$ cat config.mk
export PLATFORM = sky130hd
export DESIGN_NAME = alu_ctrl
export DESIGN_NICKNAME = d
export VERILOG_FILES = /design/src/rtl/alu_pkg.sv /design/src/rtl/alu_ctrl.sv
export SDC_FILE = /design/constraint.sdc
export NUM_CORES = 1
export LEC_CHECK = 0
export BUFFER_PORTS_ARGS = -buffer_cell sky130_fd_sc_hd__buf_4
export CORE_MARGIN = 2
export CORE_UTILIZATION = 45
export CTS_CLUSTER_DIAMETER = 100
export CTS_CLUSTER_SIZE = 40
export DETAILED_ROUTE_END_ITERATION = 8
export PLACE_DENSITY = 0.84
export SYNTH_ARGS = -nofsm -noshare
export SYNTH_HDL_FRONTEND = slang
export SYNTH_SLANG_ARGS = --single-unit
$ cat constraint.sdc
create_clock -name clk -period 3.6 [get_ports clk]
set_input_delay 0.18 -clock clk [delete_from_list [all_inputs] [get_ports clk]]
set_output_delay 0.18 -clock clk [all_outputs]
set_load 0.01 [all_outputs]
$ cat src/rtl/alu_pkg.sv
// Shared definitions for the 8-bit ALU and its initiator-side sequencer.
// Holds the opcode and sequencer state encodings, the flag bit positions
// used by both sides, and the opcode to one-hot strobe decode.
package alu_pkg;

    localparam int unsigned DATA_W  = 8;
    localparam int unsigned CNT_W   = 4;

    // Flag bit positions inside fo / flags
    localparam int unsigned FLAG_C  = 0;
    localparam int unsigned FLAG_Z  = 1;
    localparam int unsigned FLAG_N  = 2;

    typedef enum logic [2:0] {
        OP_ADD = 3'd0,
        OP_SUB = 3'd1,
        OP_AND = 3'd2,
        OP_OR  = 3'd3,
        OP_NOT = 3'd4,
        OP_SHL = 3'd5,
        OP_SHR = 3'd6,
        OP_INV = 3'd7
    } opcode_t;

    typedef enum logic [2:0] {
        ST_IDLE = 3'd0,
        ST_LOAD = 3'd1,
        ST_EXEC = 3'd2,
        ST_OUT  = 3'd3,
        ST_DONE = 3'd4
    } state_t;

    // One field per ALU op strobe; bit position equals the opcode value
    typedef struct packed {
        logic shr;
        logic shl;
        logic op_not;
        logic op_or;
        logic op_and;
        logic sub;
        logic add;
    } strobe_t;

    // Opcode to one-hot strobe set; OP_INV yields no strobe at all
    function automatic strobe_t op_decode(input opcode_t op);
        strobe_t s;
        s = '0;
        case (op)
            OP_ADD:  s.add    = 1'b1;
            OP_SUB:  s.sub    = 1'b1;
            OP_AND:  s.op_and = 1'b1;
            OP_OR:   s.op_or  = 1'b1;
            OP_NOT:  s.op_not = 1'b1;
            OP_SHL:  s.shl    = 1'b1;
            OP_SHR:  s.shr    = 1'b1;
            default: s        = '0;
        endcase
        return s;
    endfunction

endpackage

$ cat src/rtl/alu_ctrl.sv
// Initiator-side sequencer for the 8-bit alu block.
// Takes one operation request over a start/done handshake, walks the ALU
// through LOAD -> EXEC -> OUT and captures the result and flags.
// Ports:
//   clk, rst                 clock and asynchronous active-high reset
//   start, opcode            request strobe and operation select
//   src_a, src_b, use_carry  operands and carry-chaining select
//   busy, done, err          handshake status (done is a one-cycle pulse)
//   result, flags            captured ALU result and flags
//   a, b, wa, wb, fi         ALU operand buses, write enables, flags-in
//   alu_add .. alu_shr       one-hot ALU op strobes
//   oe                       ALU output enable
//   d, fo                    ALU result and flags-out
module alu_ctrl
    import alu_pkg::*;
#(
    parameter int unsigned EXEC_CYCLES = 1,
    parameter int unsigned FLAG_C      = 0
) (
    input  logic       clk,
    input  logic       rst,
    input  logic       start,
    input  logic [2:0] opcode,
    input  logic [7:0] src_a,
    input  logic [7:0] src_b,
    input  logic       use_carry,
    output logic       busy,
    output logic       done,
    output logic       err,
    output logic [7:0] result,
    output logic [7:0] flags,
    output logic [7:0] a,
    output logic [7:0] b,
    output logic       wa,
    output logic       wb,
    output logic [7:0] fi,
    output logic       alu_add,
    output logic       alu_sub,
    output logic       alu_and,
    output logic       alu_or,
    output logic       alu_not,
    output logic       alu_shl,
    output logic       alu_shr,
    output logic       oe,
    input  logic [7:0] d,
    input  logic [7:0] fo
);

    state_t             state;
    opcode_t            op_q;
    logic [CNT_W-1:0]   cnt;
    strobe_t            strobe_q;

    // Strobe outputs come straight from the strobe register
    assign alu_add = strobe_q.add;
    assign alu_sub = strobe_q.sub;
    assign alu_and = strobe_q.op_and;
    assign alu_or  = strobe_q.op_or;
    assign alu_not = strobe_q.op_not;
    assign alu_shl = strobe_q.shl;
    assign alu_shr = strobe_q.shr;

    // Sequencer: every output is set on the edge that enters the state it belongs to
    always_ff @(posedge clk or posedge rst) begin
        if (rst) begin
            state    <= ST_IDLE;
            op_q     <= OP_ADD;
            cnt      <= '0;
            busy     <= 1'b0;
            done     <= 1'b0;
            err      <= 1'b0;
            result   <= '0;
            flags    <= '0;
            a        <= '0;
            b        <= '0;
            wa       <= 1'b0;
            wb       <= 1'b0;
            fi       <= '0;
            strobe_q <= '0;
            oe       <= 1'b0;
        end else begin
            done <= 1'b0;
            case (state)
                // DONE accepts a new request exactly like IDLE, so ops can run back to back
                ST_IDLE, ST_DONE: begin
                    state <= ST_IDLE;
                    if (start) begin
                        op_q <= opcode_t'(opcode);
                        if (opcode_t'(opcode) == OP_INV) begin
                            // Invalid op never touches the ALU; result/flags keep their values
                            state <= ST_DONE;
                            done  <= 1'b1;
                            err   <= 1'b1;
                        end else begin
                            state <= ST_LOAD;
                            busy  <= 1'b1;
                            err   <= 1'b0;
                            a     <= src_a;
                            b     <= src_b;
                            wa    <= 1'b1;
                            wb    <= 1'b1;
                            // Carry comes from the flags register as of this edge, so a
                            // back-to-back accept sees the carry captured on entering DONE
                            fi    <= use_carry ? (8'(flags[FLAG_C]) << FLAG_C) : 8'h00;
                        end
                    end
                end

                ST_LOAD: begin
                    state    <= ST_EXEC;
                    wa       <= 1'b0;
                    wb       <= 1'b0;
                    strobe_q <= op_decode(op_q);
                    cnt      <= CNT_W'(EXEC_CYCLES - 1);
                end

                // Hold the strobe for EXEC_CYCLES cycles to let the ALU settle
                ST_EXEC: begin
                    if (cnt == '0) begin
                        state <= ST_OUT;
                        oe    <= 1'b1;
                    end else begin
                        cnt <= cnt - CNT_W'(1);
                    end
                end

                ST_OUT: begin
                    state    <= ST_DONE;
                    result   <= d;
                    flags    <= fo;
                    strobe_q <= '0;
                    oe       <= 1'b0;
                    fi       <= '0;
                    busy     <= 1'b0;
                    done     <= 1'b1;
                end

                default: begin
                    state    <= ST_IDLE;
                    busy     <= 1'b0;
                    wa       <= 1'b0;
                    wb       <= 1'b0;
                    fi       <= '0;
                    strobe_q <= '0;
                    oe       <= 1'b0;
                end
            endcase
        end
    end

endmodule

# Yosys cells after proc, flatten, opt, wreduce, memory -nomap -nowiden
# Cells that the tools add are included.
dict set report op_classes {
  reduce_logical 15
  muxes 27
  eq_ne 15
  bitwise 4
  add_sub_neg 1
}
# cell count
set ops {}
lappend ops {{$mux W8} 2}
lappend ops {{$pmux W8 S2} 1}
lappend ops {{$eq A3 B3 Y1 const B} 5}
lappend ops {{$pmux W7 S2} 1}
lappend ops {{$mux W1} 13}
lappend ops {{$eq A3 B2 Y1 const B} 4}
lappend ops {{$pmux W3 S4} 1}
lappend ops {{$mux W3} 3}
lappend ops {{$reduce_and A3 Y1} 3}
lappend ops {{$ne A2 B2 Y1 const B} 4}
lappend ops {{$pmux W1 S2} 4}
lappend ops {{$pmux W4 S2} 1}
lappend ops {{$eq A3 B1 Y1 const B} 2}
lappend ops {{$logic_not A3 Y1} 2}
lappend ops {{$reduce_and A2 Y1} 3}
lappend ops {{$reduce_or A2 Y1} 3}
lappend ops {{$reduce_or A3 Y1} 2}
lappend ops {{$logic_not A4 Y1} 1}
lappend ops {{$mux W4} 1}
lappend ops {{$not A1 Y1} 4}
lappend ops {{$sub A4 B1 Y4 const B} 1}
lappend ops {{$reduce_bool A2 Y1} 1}
dict set report word_totals {
  register_bits 62
}

# Longest topological paths before layout
dict set report depth {
  depth_word 4
  mapped_depth 5
  mapped_depth_nobuf 5
}

# Least setup slack after synthesis
# No wires, ideal clock.
dict set report synth_timing {
  path_kind {reg-to-reg}
  startpoint {reg cnt[0]}
  endpoint {reg cnt[0]}
  path_buffers 0
  setup_slack_ps 2150
  arrival_time_ps 1329
  required_time_ps 3479
  setup_ps 121
  stages_incl_launch_ff 6
  cell_sequence {dfrtp_1 > inv_1 > ha_1 > nor3b_1 > o21ai_0 > a22o_1}
}
dict set report synth_between {
  elab_chain_cells 3
  elab_cells_between_ends 6
  cone_classes {add/sub (1); eq/ne (1); mux (2); reduce/logical (2)}
}
# element line
set synth_rtl {}
lappend synth_rtl {{start: declaration} alu_ctrl.sv:51} ;# logic [CNT_W-1:0] cnt;
lappend synth_rtl {{start signal: assignment} alu_ctrl.sv:114} ;# cnt <= CNT_W'(EXEC_CYCLES - 1);
lappend synth_rtl {{start signal: assignment} alu_ctrl.sv:123} ;# cnt <= cnt - CNT_W'(1);
lappend synth_rtl {{$sub A4 B1 Y4 / $logic_not A4 Y1 (equally long branches)} {alu_ctrl.sv:123, alu_ctrl.sv:119}}
lappend synth_rtl {{$mux W4 / $ne A2 B2 Y1 (equally long branches)} --}
lappend synth_rtl {{$pmux W4 S2 / $reduce_and A2 Y1 (equally long branches)} --}
# Parallel ways exist; a longest one is shown, timed or not. The select of a mux whose other input is x is not followed.
# A chain may end at the register's enable or synchronous reset.

# Final worst setup path
dict set report layout_timing {
  startpoint {reg state[0]}
  endpoint {reg a[2]}
}
dict set report layout_between {
  elab_chain_cells 3
  elab_cells_between_ends 4
  cone_classes {eq/ne (1); reduce/logical (3)}
}
# element line
set layout_rtl {}
lappend layout_rtl {{start: declaration} alu_ctrl.sv:49} ;# state_t state;
lappend layout_rtl {{start signal: assignment} alu_ctrl.sv:66} ;# state <= ST_IDLE;
lappend layout_rtl {{start signal: assignment} alu_ctrl.sv:86} ;# state <= ST_IDLE;
lappend layout_rtl {{start signal: assignment} alu_ctrl.sv:91} ;# state <= ST_DONE;
lappend layout_rtl {{$eq A3 B3 Y1 / $logic_not A3 Y1 (equally long branches)} alu_ctrl.sv:83} ;# case (state)
lappend layout_rtl {{$reduce_or A2 Y1 (*)} alu_ctrl.sv:83}
lappend layout_rtl {{$reduce_and A3 Y1 (no source line) (*)} --}
lappend layout_rtl {{end signal: assignment} alu_ctrl.sv:98} ;# a <= src_a;
lappend layout_rtl {{end: declaration} alu_ctrl.sv:32} ;# output logic [7:0] a,
# Mark *: on every way between the ends. The rest lies on a longest branch, timed or not.

==> impl_metrics.toml <==
[synthesis]
synth_top_family_by_area = "multiplexers"
yosys-top-cells-area = "dfrtp_1 58%, mux2_4 10%, mux2_2 9.1%, a22o_1 3.0%, buf_4 2.5%"
synth.avg_cell_area_sq_um = 13.8
synth_top_area_share_pct = 58.3
synthCells = 171
synth_cell_type_count = 35
synthSimpleGateAreaFrac_pct = 7.21
yosys.area_share.adder_pct = 1.06
synthMuxAreaShare_pct = 19.7
netlist_area_sq_um = 2360
ys_warn_count = 0
synth.largest_area_cell = "dfrtp_1"
yosysSeqAreaShare_pct = 58.3
synthXorXnorAreaFrac_pct = 0
yosys_register_bits = 55
synth-compound-area-share_pct = 8.32

[global_route]
grt_util_all_layers_pct = 17.5
grt_pass1_wl_mm = 8.19
antenna_found_initial = 0
grt_pass1_vias = 1697
grt_max_degree = 56
grt.overflow.total = 0

[finish]
regArea_sq_um = 1380
fillers = 439
syn_to_final_growth_pct = 31.4
nets = 296
multi_input_area_sq_um = 882
drive_above_1_share_pct = 52.3
design_area_sq_um = 3100
diodes = 0

[setup_path]
critical_path.startpoint = "state[0]"
cp.required_ps = 3800
cp.arrival_ps = 2210
reg2reg_depth = 3
cp-start-kind = "register"
end_kind = "register"
crit_fanout = 20
timing.rr.end = "a[2]"
path_class = "register to register"
rrSetupSlack_ps = 1590
timing.rr.start = "state[0]"

[drt]
drc = 0
drt-pass1-iter-count = 4
route.detailed.wl_per_inst_microns = 14.7
ant_nets = 0
drt_iter0_drc = 138
viasPerCell = 4.94
dr_total_vias = 1612
routed_wl_mm = 4.79

[timing]
finalSetupViolations = 0
rsz0062_at_grt = "no"
setup_tns_ps = 0
hold_viol_final = 0
fmax_mhz = 498
tightestPinTransition_ps = 666
fin_hold_ws_ps = 47.4
fin_crit_sh_pct = 55.8
timing.slew.headroom_pct = 55.6
finClkSkew_ps = 10.2
drv_slew = 0
period_minus_slack_ps = 2010

[clock_network]
cts_buffers = 5
cts_resized = 0
clock_latency_ps = 310
cts-hold-fix-buffers = 0
h-tree-depth = 2
cts_tree = "built"
clk_pin_slew_worst_paths_ps = 110
post-cts-setup-buffer-count = 0
cts_sinks = 55
cts_max_path_buffers = 2
clockRootBuffer = "clkbuf_8"

[floorplan]
die_area_sq_um = 5840
die_h_microns = 76.4
rows = 26
start_util_pct = 46.5
core_area_sq_um = 5070
die-width_microns = 76.4
io_pins = 92

[power_and_ir_drop]
leakagePower_nw = 1.56
power_density_nw_per_um2 = 851
ir_drop_mv = 0.427
p_total_mw = 2.64

[run]
maxCapViolations = 0

[run_status]
status = "completed"

[placed_design]
post-dp-hpwl_mm = 3.49
gp_congestion = 0.798
portBuffers = 84
dpl_cell_area_sq_um = 3010

[hold_path]
hold_path_class = "input port to asynchronous set/reset pin"
==> kinds of logic (layout without fill, tap and decap cells) <==
family	Yosys count	in the layout
AOI/OAI and AO/OA	27	27
adders and majority gates	2	2
buffers and inverters	20	99
DFF	55	55
muxes	36	36
other	1	7
and+or+nand+nor	30	30
==> cell usage in the layout (no fill, tap or decap), types with 2 or more instances in the layout <==
cell type	Yosys	routed
a21oi_1	3	3
a22o_1	8	8
buf_4	8	85
clkbuf_8	0	5
conb_1	1	7
dfrtp_1	55	55
ha_1	2	2
inv_1	5	4
inv_2	1	2
mux2_2	19	19
mux2_4	16	16
nand2_1	8	8
nand2b_1	4	4
nand3_1	2	2
nor2_1	4	4
nor2b_1	3	3
nor3_1	2	2
o21ai_0	7	7
o41ai_1	2	2
==> layer usage <==
metal | GRT usage, % | share of wire (%) | up-vias
li1 | - | - | 758
met1 | 22.6 | 42 | 784
met2 | 27.8 | 49 | 64
met3 | 6.28 | 7.8 | 6
met4 | 5.27 | 1.2 | 0
met5 | 0 | 0 | -
==> worst max path at each step <==
stage,depth (start not counted),slack [ps],endpoint
floorplan,1,2080,a[0]
global placement,3,1690,b[1]
detailed placement,3,1640,b[3]
CTS,3,1610,b[6]
global route,3,1470,a[2]
finish,3,1590,a[2]
==> synth_stat cells <==
cell type / number
dfrtp_1: 55
mux2_2: 19
mux2_4: 16
a22o_1: 8
buf_4: 8
nand2_1: 8
o21ai_0: 7
inv_1: 5
buf_2: 4
nand2b_1: 4
nor2_1: 4
a21oi_1: 3
nor2b_1: 3
buf_6: 2
ha_1: 2
nand3_1: 2
nor3_1: 2
o41ai_1: 2
a21oi_2: 1
a2bb2oi_1: 1
a31oi_1: 1
a32o_1: 1
a32oi_1: 1
a41oi_1: 1
and3_1: 1
conb_1: 1
inv_2: 1
mux2i_1: 1
nand2_2: 1
nand3_2: 1
nand4_1: 1
nor3b_1: 1
nor3b_4: 1
o21a_1: 1
or3_1: 1
==> registers in the layout, indices dropped and copies added, names as in the netlist, 3 cells and up <==
| register | flops |
|---|---|
| flags | 8 |
| a | 8 |
| result | 8 |
| op_q | 3 |
| cnt | 4 |
| state | 3 |
| b | 8 |
==> worst max-delay path: stages, from the launching register on <==
cell and delay (ps):
dfrtp_1 570, nor3b_4 420, nand2_2 460, mux2_4 440
==> report_power, final <==
| part | internal, mW | total (mW) | switching (mW) |
|---|---|---|---|
| combinational | 0.685 | 1.16 | 0.475 |
| clock | 0.145 | 0.361 | 0.217 |
| sequential | 0.899 | 1.12 | 0.220 |
| total | 1.73 | 2.64 | 0.911 |
==> cell type report <==
class | count | share of cell area (%)
Clock inverter | 3 | 0.887
Clock buffer | 5 | 2.22
Sequential cell | 55 | 44.4
Inverter | 6 | 0.726
Timing Repair Buffer | 85 | 20.6
Tap cell | 70 | 2.82
Multi-Input combinational cell | 102 | 28.4
==> metrics by stage <==
| step | setup slack [ps] | instances | util (%) |
|---|---|---|---|
| global placement | 1690 | 318 | 59.2 |
| floorplan | 2080 | 177 | - |
| global route | 1470 | 326 | 61.1 |
| detailed placement | 1640 | 318 | 59.2 |
| CTS | 1610 | 326 | 61.1 |
| finish | 1590 | 326 | 61.1 |
No activity file was read; power rests on OpenSTA's default activity.
